===== config.mk =====
export PLATFORM = sky130hd
export DESIGN_NAME = sr_flag_arbiter
export DESIGN_NICKNAME = d
export VERILOG_FILES = /design/src/rtl/sr_flag_arbiter.sv
export SDC_FILE = /design/constraint.sdc
export NUM_CORES = 1
export LEC_CHECK = 0
export CAP_MARGIN = 20
export CORE_UTILIZATION = 50
export CTS_CLUSTER_DIAMETER = 60
export DETAILED_ROUTE_END_ITERATION = 7
export PLACE_DENSITY = 0.79
export SLEW_MARGIN = 10
export SYNTH_ARGS = -nofsm -noshare
export SYNTH_HDL_FRONTEND = slang
export SYNTH_SLANG_ARGS = --single-unit

===== constraint.sdc =====
create_clock -name clk -period 5.1 [get_ports clk]
set_input_delay 0.51 -clock clk [delete_from_list [all_inputs] [get_ports clk]]
set_output_delay 0.51 -clock clk [all_outputs]
set_load 0.005 [all_outputs]

===== src/rtl/sr_flag_arbiter.sv =====
// Round-robin arbiter feeding a one-deep command stage into a set/reset flag bank.
// Illegal commands (s=r=1 or out-of-range index) leave the bank untouched and bump err_cnt.
module sr_flag_arbiter #(
  parameter int NREQ = 4,
  parameter int NFLAG = 8,
  parameter int IDXW = 3,
  parameter logic [NFLAG-1:0] RST_VAL = '0
) (
  input  logic                 clk,
  input  logic                 rst_n,
  input  logic [NREQ-1:0]      req_valid,
  input  logic [NREQ-1:0]      req_s,
  input  logic [NREQ-1:0]      req_r,
  input  logic [NREQ*IDXW-1:0] req_idx,
  output logic [NREQ-1:0]      req_ready,
  output logic [NFLAG-1:0]     flags,
  output logic                 upd_valid,
  output logic [2:0]           upd_src,
  output logic                 err_pulse,
  output logic [7:0]           err_cnt
);

  logic [2:0]      rr_ptr_q, rr_ptr_d;
  logic            stg_v_q, stg_v_d;
  logic            stg_s_q, stg_s_d;
  logic            stg_r_q, stg_r_d;
  logic [IDXW-1:0] stg_idx_q, stg_idx_d;
  logic [2:0]      stg_src_q, stg_src_d;
  logic [NFLAG-1:0] flags_q, flags_d;
  logic [7:0]      err_cnt_q, err_cnt_d;
  logic [NREQ-1:0] grant;
  logic            gany;
  logic            illegal;

  // Search starts at rr_ptr and wraps; the first valid requester wins.
  always_comb begin
    grant     = '0;
    gany      = 1'b0;
    stg_v_d   = 1'b0;
    stg_s_d   = stg_s_q;
    stg_r_d   = stg_r_q;
    stg_idx_d = stg_idx_q;
    stg_src_d = stg_src_q;
    rr_ptr_d  = rr_ptr_q;
    if (rst_n) begin
      for (int k = 0; k < NREQ; k++) begin
        for (int j = 0; j < NREQ; j++) begin
          if (!gany && req_valid[j] &&
              j == (int'(rr_ptr_q) + k) % NREQ) begin
            grant[j]  = 1'b1;
            gany      = 1'b1;
            stg_v_d   = 1'b1;
            stg_s_d   = req_s[j];
            stg_r_d   = req_r[j];
            stg_idx_d = req_idx[j*IDXW +: IDXW];
            stg_src_d = 3'(j);
            rr_ptr_d  = 3'((j + 1) % NREQ);
          end
        end
      end
    end
  end

  assign illegal = (stg_s_q & stg_r_q) |
                   (int'(stg_idx_q) >= NFLAG);

  always_comb begin
    flags_d   = flags_q;
    err_cnt_d = err_cnt_q;
    if (stg_v_q) begin
      if (illegal) begin
        if (err_cnt_q != 8'hFF)
          err_cnt_d = err_cnt_q + 8'd1;
      end else if (stg_s_q ^ stg_r_q) begin
        for (int f = 0; f < NFLAG; f++) begin
          if (int'(stg_idx_q) == f)
            flags_d[f] = stg_s_q;
        end
      end
    end
  end

  always_ff @(posedge clk) begin
    if (!rst_n) begin
      rr_ptr_q  <= '0;
      stg_v_q   <= 1'b0;
      stg_s_q   <= 1'b0;
      stg_r_q   <= 1'b0;
      stg_idx_q <= '0;
      stg_src_q <= '0;
      flags_q   <= RST_VAL;
      err_cnt_q <= '0;
    end else begin
      rr_ptr_q  <= rr_ptr_d;
      stg_v_q   <= stg_v_d;
      stg_s_q   <= stg_s_d;
      stg_r_q   <= stg_r_d;
      stg_idx_q <= stg_idx_d;
      stg_src_q <= stg_src_d;
      flags_q   <= flags_d;
      err_cnt_q <= err_cnt_d;
    end
  end

  assign req_ready = grant;
  assign flags     = flags_q;
  assign upd_valid = stg_v_q;
  assign upd_src   = stg_src_q;
  assign err_pulse = stg_v_q & illegal;
  assign err_cnt   = err_cnt_q;

endmodule


-- After elaboration in Yosys (flattened, before gate mapping)
Cells that the tools add are included.
- add/sub/neg operators: 4
- eq/ne operators: 20
- multiplexer cells: 140
- bitwise logic cells: 8
- reduce and logical (&&, ||, !) cells: 66
- operator list (kind ; number):
    32-bit logical NOT ; 4
    1-bit two-way mux ; 92
    2-bit two-way mux ; 31
    3-bit two-way mux ; 16
    4-bit AND reduction ; 8
    1-bit logical AND ; 31
    3-bit == test, first input constant ; 6
    16-bit nonzero test ; 1
    1-bit logical NOT ; 15
    15-bit nonzero test ; 1
    3-bit == test, second input constant ; 4
    2-bit by 3-bit == test with 1-bit output, first input constant ; 3
    8-bit by 1-bit adder with 8-bit output, second input constant ; 1
    8-bit inequality test, second input constant ; 1
    2-bit OR reduction ; 4
    3-bit by 2-bit == test with 1-bit output, second input constant ; 2
    2-bit adder, second input constant ; 2
    2-bit == test, first input constant ; 2
    4-bit two-way mux ; 1
    1-bit bitwise AND, first input constant ; 3
    3-bit by 1-bit == test with 1-bit output, second input constant ; 1
    3-bit logical NOT ; 1
    3-bit AND reduction ; 1
    2-bit by 1-bit adder with 2-bit output, second input constant ; 1
    4 further kinds ; 6
- flip-flop bits (word level): 26
- input bits: 26
- output and inout bits: 25

-- Longest topological paths before layout
- word-level depth: 79
- gate-level depth with buffers: 8

-- Worst setup path before layout
Ideal clock, no wire load.
- path kind: input to output
- from: in rst_n
- to: out req_ready[3]
- arrival time: 1359 ps
- path slack: 3231 ps
- stages on the path: 4
- path through: clkbuf_1 inv_1 clkbuf_1 nor4_1
- cells in the longest elaborated chain, start to end: 1
- ends and longest elaborated chain (what ; RTL line ; text):
    start, declared ; 10 ; input logic rst_n,
    4-bit two-way mux ; 45 ; if (rst_n) begin
    end, declared ; 15 ; output logic [NREQ-1:0] req_ready,
No other way between the ends.

-- Worst setup path in the final report
- from: in req_valid[3]
- to: out req_ready[3]
- cells in the longest elaborated chain, start to end: 64
- elaborated cells between the ends (all ways): 67
- ends and longest elaborated chain (what ; RTL line ; text):
    start, declared ; 11 ; input logic [NREQ-1:0] req_valid,
    1-bit logical AND (2 in a row) ; 48 ; if (!gany && req_valid[j] &&
    1-bit two-way mux ; 48 ;
    1-bit two-way mux ; 45 ;
    1-bit logical NOT ; 48 ;
    1-bit logical AND (2 in a row) ; 48 ;
    1-bit two-way mux ; 48 ;
    1-bit two-way mux ; 45 ;
    1-bit logical NOT ; 48 ;
    [... 44 more ...] ; n/a ;
    1-bit logical NOT ; 48 ;
    1-bit logical AND (2 in a row) ; 48 ;
    1-bit two-way mux ; 48 ;
    1-bit two-way mux ; 45 ;
    1-bit logical NOT ; 48 ;
    1-bit logical AND (2 in a row) ; 48 ;
    1-bit two-way mux (*) ; 48 ;
    4-bit two-way mux (*) ; 45 ;
Mark *: on every way between the ends. The rest lies on a longest branch, timed or not. The select of a mux whose other input is x is not followed.

==> flow_summary.ini <==
[critical_path]
critPathKind = primary input to output pin
critPathRequiredTime_ns = 4.59
startpoint_type = primary input
crit_path_end_kind = output pin
crit_arrival_ns = 2.78
path_max_fanout = 25

[placed_design]
port_buffers = 49
gp_congestion = 0.922
dp_hpwl_um = 5130
placed_area_mm2 = 0.00274

[synth]
yosysUniqueCellTypes = 57
yosys.area.top_type = dfxtp_1
synth_seq_area_share_pct = 22.5
synthesis.nets = 349
synth_cells = 321
synthArstFlopShare_pct = 0
synthTopCellsByArea = dfxtp_1 (23%), o21ai_0 (6.7%), nor2_1 (6.2%)
synth.cells.most_frequent = nor2_1 (38), o21ai_0 (31), dfxtp_1 (26), nand2_1 (20), nand3_1 (20)
synth_edf_count = 0
ys_ff_latch = 26
syn_area_per_cell_um2 = 7.19
syn_area_mm2 = 0.00231
synth-main-ff-cell = dfxtp_1
synth.top_cell.area_share_pct = 22.5
synth.most_common_cell = nor2_1
synth_warnings = 0

[detailed_routing]
routed_wl_um = 7160
first_iter_violations = 237
routedWlPerCell_um = 17.8
first_pass_iters = 6
drc_errors = 0
drtAntennaViolNets = 0
vias_per_cell = 6.63
vias = 2667

[power_and_ir_drop]
peakVddDrop_v = 0.000168
total_power_uw = 604
p_leak_nw = 0.987
power.density_mw_per_mm2 = 215

[timing]
tns_ns = 0
setup_viol_count_final = 0
slew_headroom_pct = 39.8
fin_skew_ns = 0.00270
fmax_mhz = 304
hold_violations = 0
hold_slack_ns = 0.467
layout_worst_path_cycle_share_pct = 64.6
tightestPinTransition_ns = 0.899
drv_slew = 0
final.min_clock_period_ns = 3.29
rsz0062_at_grt = no

[cts]
cts_hold_buffers = 0
numCtsBuffers = 3
htree_num_levels = 1
clockRootBuffer = clkbuf_8
clk_path_buf_depth = 2
cts_sinks = 26
clk_pin_slew_ns = 0.09
post-cts-setup-buffers = 0
clock_latency_ns = 0.27
cts_tree = done
post_cts_resized = 0

[floorplan]
rows = 24
die_h_um = 69.9
coreArea_mm2 = 0.00438
die_x_um = 69.9
initial_core_util_pct = 52.7
ios = 51
fp.dieArea_mm2 = 0.00489

[global_route]
grt_overflow_total = 0
grtUsageTotal_pct = 29.2
grt_pass1_vias = 2395
antenna_found_initial = 0
grt_pass1_wl_um = 11800
grt_max_degree = 32

[cells_and_area]
syn_to_final_growth_pct = 21.9
drive_gt1_share_pct = 1.43
design_area_mm2 = 0.00281
final_nets = 379
n_antenna_cell = 0

[status]
outcome = completed

[hold_path]
min_path_type = register to register

[job]
maxCapViolCount = 0
[routing by layer]
layer / vias to the layer above / global-route usage, % / part of all wire (%)
li1: 1267 / - / -
met1: 1227 / 41.8 / 45
met2: 158 / 45.3 / 46
met3: 15 / 4.62 / 8.1
met4: 0 / 8.00 / 1.6
met5: - / 0 / 0
[worst max-delay path, stage by stage]
cell,delay [ns]
clkdlybuf4s50_1,1.06
inv_1,0.33
nor4_1,0.34
clkdlybuf4s50_1,0.55
[flip-flops by register name, indices dropped and copies added (netlist names)]
register   flops
err_cnt        8
flags          8
stg_idx_q      3
rr_ptr_q       2
upd_src        2
stg_r_q        1
stg_s_q        1
upd_valid      1
[cell families (layout without fill, tap and decap cells)]
logic type	after synthesis	count (layout)	share of synthesized area, %
other cells	1	1	0.162
mux	13	13	5.64
flops	26	26	22.5
simple gates	138	138	31.8
xor+xnor	5	5	1.90
compound gates	105	105	30.5
buf+inv	31	60	6.40
fa+ha+maj	2	2	1.08
[metrics by stage]
step	cells	setup slack, ns	util, %
floorplan	321	3.23	-
global placement	398	1.92	62.6
detailed placement	398	1.88	62.6
CTS	402	1.86	64.2
global route	402	1.65	64.2
finish	402	1.81	64.2
[power by group]
part           internal [mW]  switching (mW)
sequential             0.215          0.0262
combinational         0.0881           0.106
clock                  0.105          0.0636
[cells in the final DEF, fill, tap and decap left out, drive strengths merged, types with 4 or more instances in the layout]
| cell type | n |
|---|---|
| dfxtp | 26 |
| nand3b | 6 |
| o22ai | 8 |
| a21oi | 17 |
| mux2i | 13 |
| nor3 | 5 |
| clkdlybuf4s50 | 49 |
| o21ai | 32 |
| a31oi | 6 |
| and2 | 4 |
| a32oi | 5 |
| and3 | 6 |
| nor2 | 38 |
| nand3 | 20 |
| nand2b | 7 |
| inv | 7 |
| nand2 | 20 |
| nor2b | 6 |
| xnor2 | 4 |
| nor4 | 4 |
| nor3b | 6 |
[worst paths after layout]
| kind | cells after the start | to | slack [ns] | startpoint |
|---|---|---|---|---|
| setup / recovery | 4 | req_ready[3] | 1.81 | req_valid[3] |
| hold / removal | 2 | flags[0] | 0.47 | flags[0] |
| setup reg to reg | 5 | stg_idx_q[0] | 2.43 | rr_ptr_q[0] |
| hold reg to reg | 2 | flags[0] | 0.47 | flags[0] |
[area by class of cell]
type | instances | area [µm²]
multi-input cells | 264 | 1640
well taps | 52 | 65.1
repair buffers | 49 | 490
fillers | 401 | 1570
flip-flops and latches | 26 | 520
clock buffers | 3 | 41.3
clock inverters | 1 | 30.0
inverters | 7 | 26.3
(Power assumes the default switching activity.)
==> patch 1 (same flow settings) <==
Reset style: asynchronous (`rst_n`), changed in one clocked block.
--- a/src/rtl/sr_flag_arbiter.sv
+++ b/src/rtl/sr_flag_arbiter.sv
@@ -81,5 +81,5 @@
   end
 
-  always_ff @(posedge clk) begin
+  always_ff @(posedge clk or negedge rst_n) begin
     if (!rst_n) begin
       rr_ptr_q  <= '0;
Check against the original RTL: not settled (the Yosys comparison gave no result); the edit may change what the design does.
==> patch 1 against the original RTL <==
- fmax rose by 0.42%
- worst setup slack improved by 0.014 ns
- critical path depth rose by 2
- routed wire length fell by 3.0%
- non-clock buffer count rose by 2
- sequential cell count did not move
- synthesized area rose by 4.4%
- critical endpoint is now req_ready[0]
- cell area rose by 4.0%
- register-to-register slack improved by 0.23 ns
- clock skew barely moved
- global-route usage fell by 0.73 points
Power is not compared: it rests on default switching activity, and its combinational part moved more than twofold at a synthesized area within 25%.
==> patch 1: results (changes against the original RTL) <==
status: "completed"
relSlewSlack: 0.385  # -0.0136
synth.area.top_cells: "dfrtp_1 27%, mux2_2 4.2%, a21oi_1 4.2%"
initialDrtViolationCount: 262  # +11%
yosysSeqAreaShare: 0.270  # +0.0444
grt.overflow.total: 0  # unchanged
async_reset_ff_frac: 1.00  # +1.00
nFillCells: 397  # -1.0%
final_nets: 347  # -8.4%
grt_use_total: 0.285  # -0.00729
crit_fanout: 17  # -32%
vias: 2430  # -8.9%
synth_commonest_cells: "26 x dfrtp_1, 20 x a21oi_1, 20 x nand2_1"
synth_nets: 312  # -11%
hold_class: "in2async"
post-cts-setup-buffers: 0  # unchanged
clk_pin_slew_worst_paths_ns: 0.09  # about the same
dr.pass1.iters: 5  # -1
dp_hpwl_mm: 5.11  # -0.30%
crit_arrival_ns: 2.77  # about the same
synthMuxAreaShare: 0.0420  # -0.0143
drive_above_1_share: 0.0943  # +0.0801
clock_skew_ns: 0.00239  # -0.000309 ns
grt_max_degree: 34  # +6.3%
grt_pass1_vias: 2292  # -4.3%
synth_fa_ha_area_frac: 0.0104  # -0.000461
synth-compound-area-share: 0.273  # -0.0322
ys_types: 69  # +21%
globalplace.congestion: 0.958  # +3.9%
synthXorXnorAreaFrac: 0.0254  # +0.00646
synth-main-ff-cell: "dfrtp_1"
==> patch 1: power by group <==
part	switching, W	internal (W)	leakage (nW)	total, W
Sequential	0.0000775	0.000275	0.320	0.000353
Combinational	0.000198	0.000246	0.771	0.000444
Clock	0.0000655	0.000105	0.0357	0.000171
Total	0.000341	0.000627	1.13	0.000967
==> patch 1: kinds of logic after synthesis <==
logic type                 after synthesis
buffers and inverters                   28
adders and majority gates                2
and+or+nand+nor                        123
DFF                                     26
xor gates and xnor gates                 7
AOI/OAI and AO/OA                       88
other                                    1
muxes                                    9
==> patch 1: path summary, 6_finish.rpt <==
path	from	end	slack [ns]	cells after the start
min in group clk	upd_src[1]$_DFFE_PN0P_	upd_src[1]$_DFFE_PN0P_	0.49	2
min	rst_n	flags[1]$_DFFE_PN0P_	0.41	1
max reg2reg	rr_ptr_q[0]$_DFFE_PN0P_	stg_idx_q[0]$_DFFE_PN0P_	2.66	5
min reg2reg	upd_src[1]$_DFFE_PN0P_	upd_src[1]$_DFFE_PN0P_	0.49	2
max in group asynchronous	rst_n	rr_ptr_q[1]$_DFFE_PN0P_	4.11	2
max	req_valid[1]	req_ready[0]	1.82	6
==> patch 1: layout make-up <==
cell class | count | area share
flip-flops and latches | 26 | 0.222
clock inverters | 1 | 0.0103
clock buffers | 3 | 0.0141
repair buffers | 51 | 0.173
multi-input cells | 230 | 0.549
inverters | 7 | 0.00898
well taps | 52 | 0.0222
==> patch 1: per-stage QoR <==
step	cells	cell area, um2	utilization	hold WS [ns]	worst slack (ns)
3_5_place_dp	366	2860	0.634	0.463	1.85
5_1_grt	370	2930	0.650	0.408	1.69
3_3_place_gp	366	2860	0.634	0.462	1.89
6_report	370	2930	0.650	0.414	1.82
4_1_cts	370	2930	0.650	0.416	1.83
2_1_floorplan	284	2410	-	0.214	3.15
==> patch 1: layer usage <==
metal  up-vias  track usage  share of wire
li1       1152            -              -
met1      1159        0.413           0.45
met2       107        0.454           0.46
met3        12       0.0394          0.070
met4         0       0.0600          0.018
met5         -            0              0
==> patch 1: critical path, stage by stage <==
cell	delay (ns)
clkdlybuf4s50_1	0.95
nor2b_1	0.43
o21a_1	0.16
o21ai_0	0.06
and3_1	0.21
clkdlybuf4s50_1	0.44
==> patch 2 (config.mk and constraints unchanged) <==
Without the edit above. `NFLAG`: 8 -> 9.
--- a/src/rtl/sr_flag_arbiter.sv
+++ b/src/rtl/sr_flag_arbiter.sv
@@ -3,5 +3,5 @@
 module sr_flag_arbiter #(
   parameter int NREQ = 4,
-  parameter int NFLAG = 8,
+  parameter int NFLAG = 9,
   parameter int IDXW = 3,
   parameter logic [NFLAG-1:0] RST_VAL = '0
Interface: changed (resized flags); port bits go from 51 to 52. The function was not compared with the original's and may differ.
==> patch 2 against the original RTL <==
- worst setup slack lost 0.064 ns
- via count grew 6.6%
- cell area rose by 8.2%
- synthesized area up 9.1%
- routed wire length increased by 4.1%
- fmax fell by 1.9%
- clock power shrank 23%
- sequential cell count unchanged
- power increased by 1.4%
- sequential power fell by 3%
==> patch 2: results (changes against the original RTL) <==
cts_resized: 0  # unchanged
reg2reg_slack_ns: 2.51  # +0.08 ns
initialDrtViolationCount: 243  # +2.5%
nFillCells: 448  # +12%
clk_pin_slew_worst_paths_ns: 0.09  # about the same
status: "completed"
yosysSeqAreaShare: 0.207  # -0.0188
grt_pass1_vias: 2525  # +5.4%
vias: 2844  # +6.6%
setup_viol: 0  # unchanged
ir_drop_mv: 0.0792  # -53%
avgSynthCellArea_um2: 7.41  # +3.0%
portBuffers: 49  # unchanged
dp_hpwl_mm: 5.37  # +4.7%
final_nets: 400  # +5.5%
drive_above_1_share: 0.0539  # +0.0396
synth_commonest_cells: "31 x o21ai_0, 26 x dfxtp_1, 25 x nand2_1"
clock_skew_ns: 0.00368  # +0.000986 ns
hold_slack_ns: 0.474  # +0.00619 ns
cts_inserted_buffers: 3  # unchanged
synthMuxAreaShare: 0.0566  # +0.000263
grt_max_degree: 41  # +28%
cts_buffer_depth: 2  # unchanged
leakage_nw: 1.05  # +6.0%
place_inst: 434  # +9.0%
antenna_found_initial: 0  # unchanged
crit_fanout: 29  # +16%
post-cts-setup-buffers: 0  # unchanged
synth-main-ff-cell: "dfxtp_1"
synth_fa_ha_area_frac: 0.00994  # -0.000905
synthXorXnorAreaFrac: 0.0174  # -0.00158
diodes: 0  # unchanged
synth_warnings: 0  # unchanged
async_reset_ff_frac: 0  # unchanged
grt_use_total: 0.293  # +0.000826
hold_class: "reg2reg"
clkLatencyLatePin_ns: 0.26
ys_types: 65  # +14%
dr.pass1.iters: 5  # -1
vias_per_cell: 6.49  # -2.1%
cts_max_level: 1  # unchanged
relSlewSlack: 0.441  # +0.0430
globalplace.congestion: 0.985  # +6.8%
synth.area.top_cells: "dfxtp_1 21%, o21ai_0 6.2%, mux2i_1 4.8%"
synth-compound-area-share: 0.318  # +0.0128
cts-root-buf: "clkbuf_8"
drt-total-wl_mm: 7.45  # +4.1%
crit_arrival_ns: 2.85  # +0.07 ns
grt_pass1_wl_mm: 12.3  # +4.2%
==> patch 2: cell types whose count changed after synthesis, sizes merged, moves of 5 or more <==
cell   unedited run  this run
nand3            20         8
nand2            20        26
nor2b             6        14
nor2             38        21
nor3              5        11
a21oi            17        22
==> patch 2: layout make-up <==
| cell class | count | share of cell area |
|---|---|---|
| clock buffers | 4 | 0.0181 |
| inverters | 6 | 0.00740 |
| multi-input cells | 280 | 0.600 |
| flip-flops and latches | 26 | 0.171 |
| well taps | 67 | 0.0275 |
| repair buffers | 55 | 0.176 |
==> patch 2: cells by family after synthesis <==
kind of cell | after synthesis
and+or+nand+nor | 138
DFF | 26
xor gates and xnor gates | 5
muxes | 14
buffers and inverters | 35
adders and majority gates | 2
AOI/OAI and AO/OA | 119
other | 1
==> patch 2: routing by layer <==
metal  routed length [um]  part of all wire  global-route usage
met5                    0                 0                   0
met4                  252             0.034               0.139
met3                  652             0.087              0.0262
met2                 3410              0.46               0.458
met1                 3140              0.42               0.405
==> patch 2: worst paths after layout <==
path,start,endpoint,cells past startpoint
max reg2reg,rr_ptr_q[0]$_SDFFE_PP0P_,stg_idx_q[0]$_SDFFE_PN0P_,6
min,flags[0]$_SDFFE_PN0P_,flags[0]$_SDFFE_PN0P_,2
min reg2reg,flags[0]$_SDFFE_PN0P_,flags[0]$_SDFFE_PN0P_,2
max,req_valid[2],req_ready[0],6
==> patch 2: metrics by stage <==
stage | instance area [um2] | utilization | setup WS [ns]
2_1_floorplan | 2520 | - | 2.98
3_3_place_gp | 2990 | 0.625 | 1.80
3_5_place_dp | 2990 | 0.625 | 1.77
4_1_cts | 3040 | 0.636 | 1.79
5_1_grt | 3040 | 0.636 | 1.55
6_report | 3040 | 0.636 | 1.74
==> patch 2: report_power, final <==
part	internal [W]	switching [W]
combinational	0.000110	0.000140
sequential	0.000216	0.0000164
clock	0.0000689	0.0000613
==> patch 2: critical path, cell delays in order <==
cell             delay [ns]
clkdlybuf4s50_1        1.01
nand2b_1               0.36
a21oi_1                0.23
o22ai_1                0.08
and3_1                 0.21
clkdlybuf4s50_1        0.44
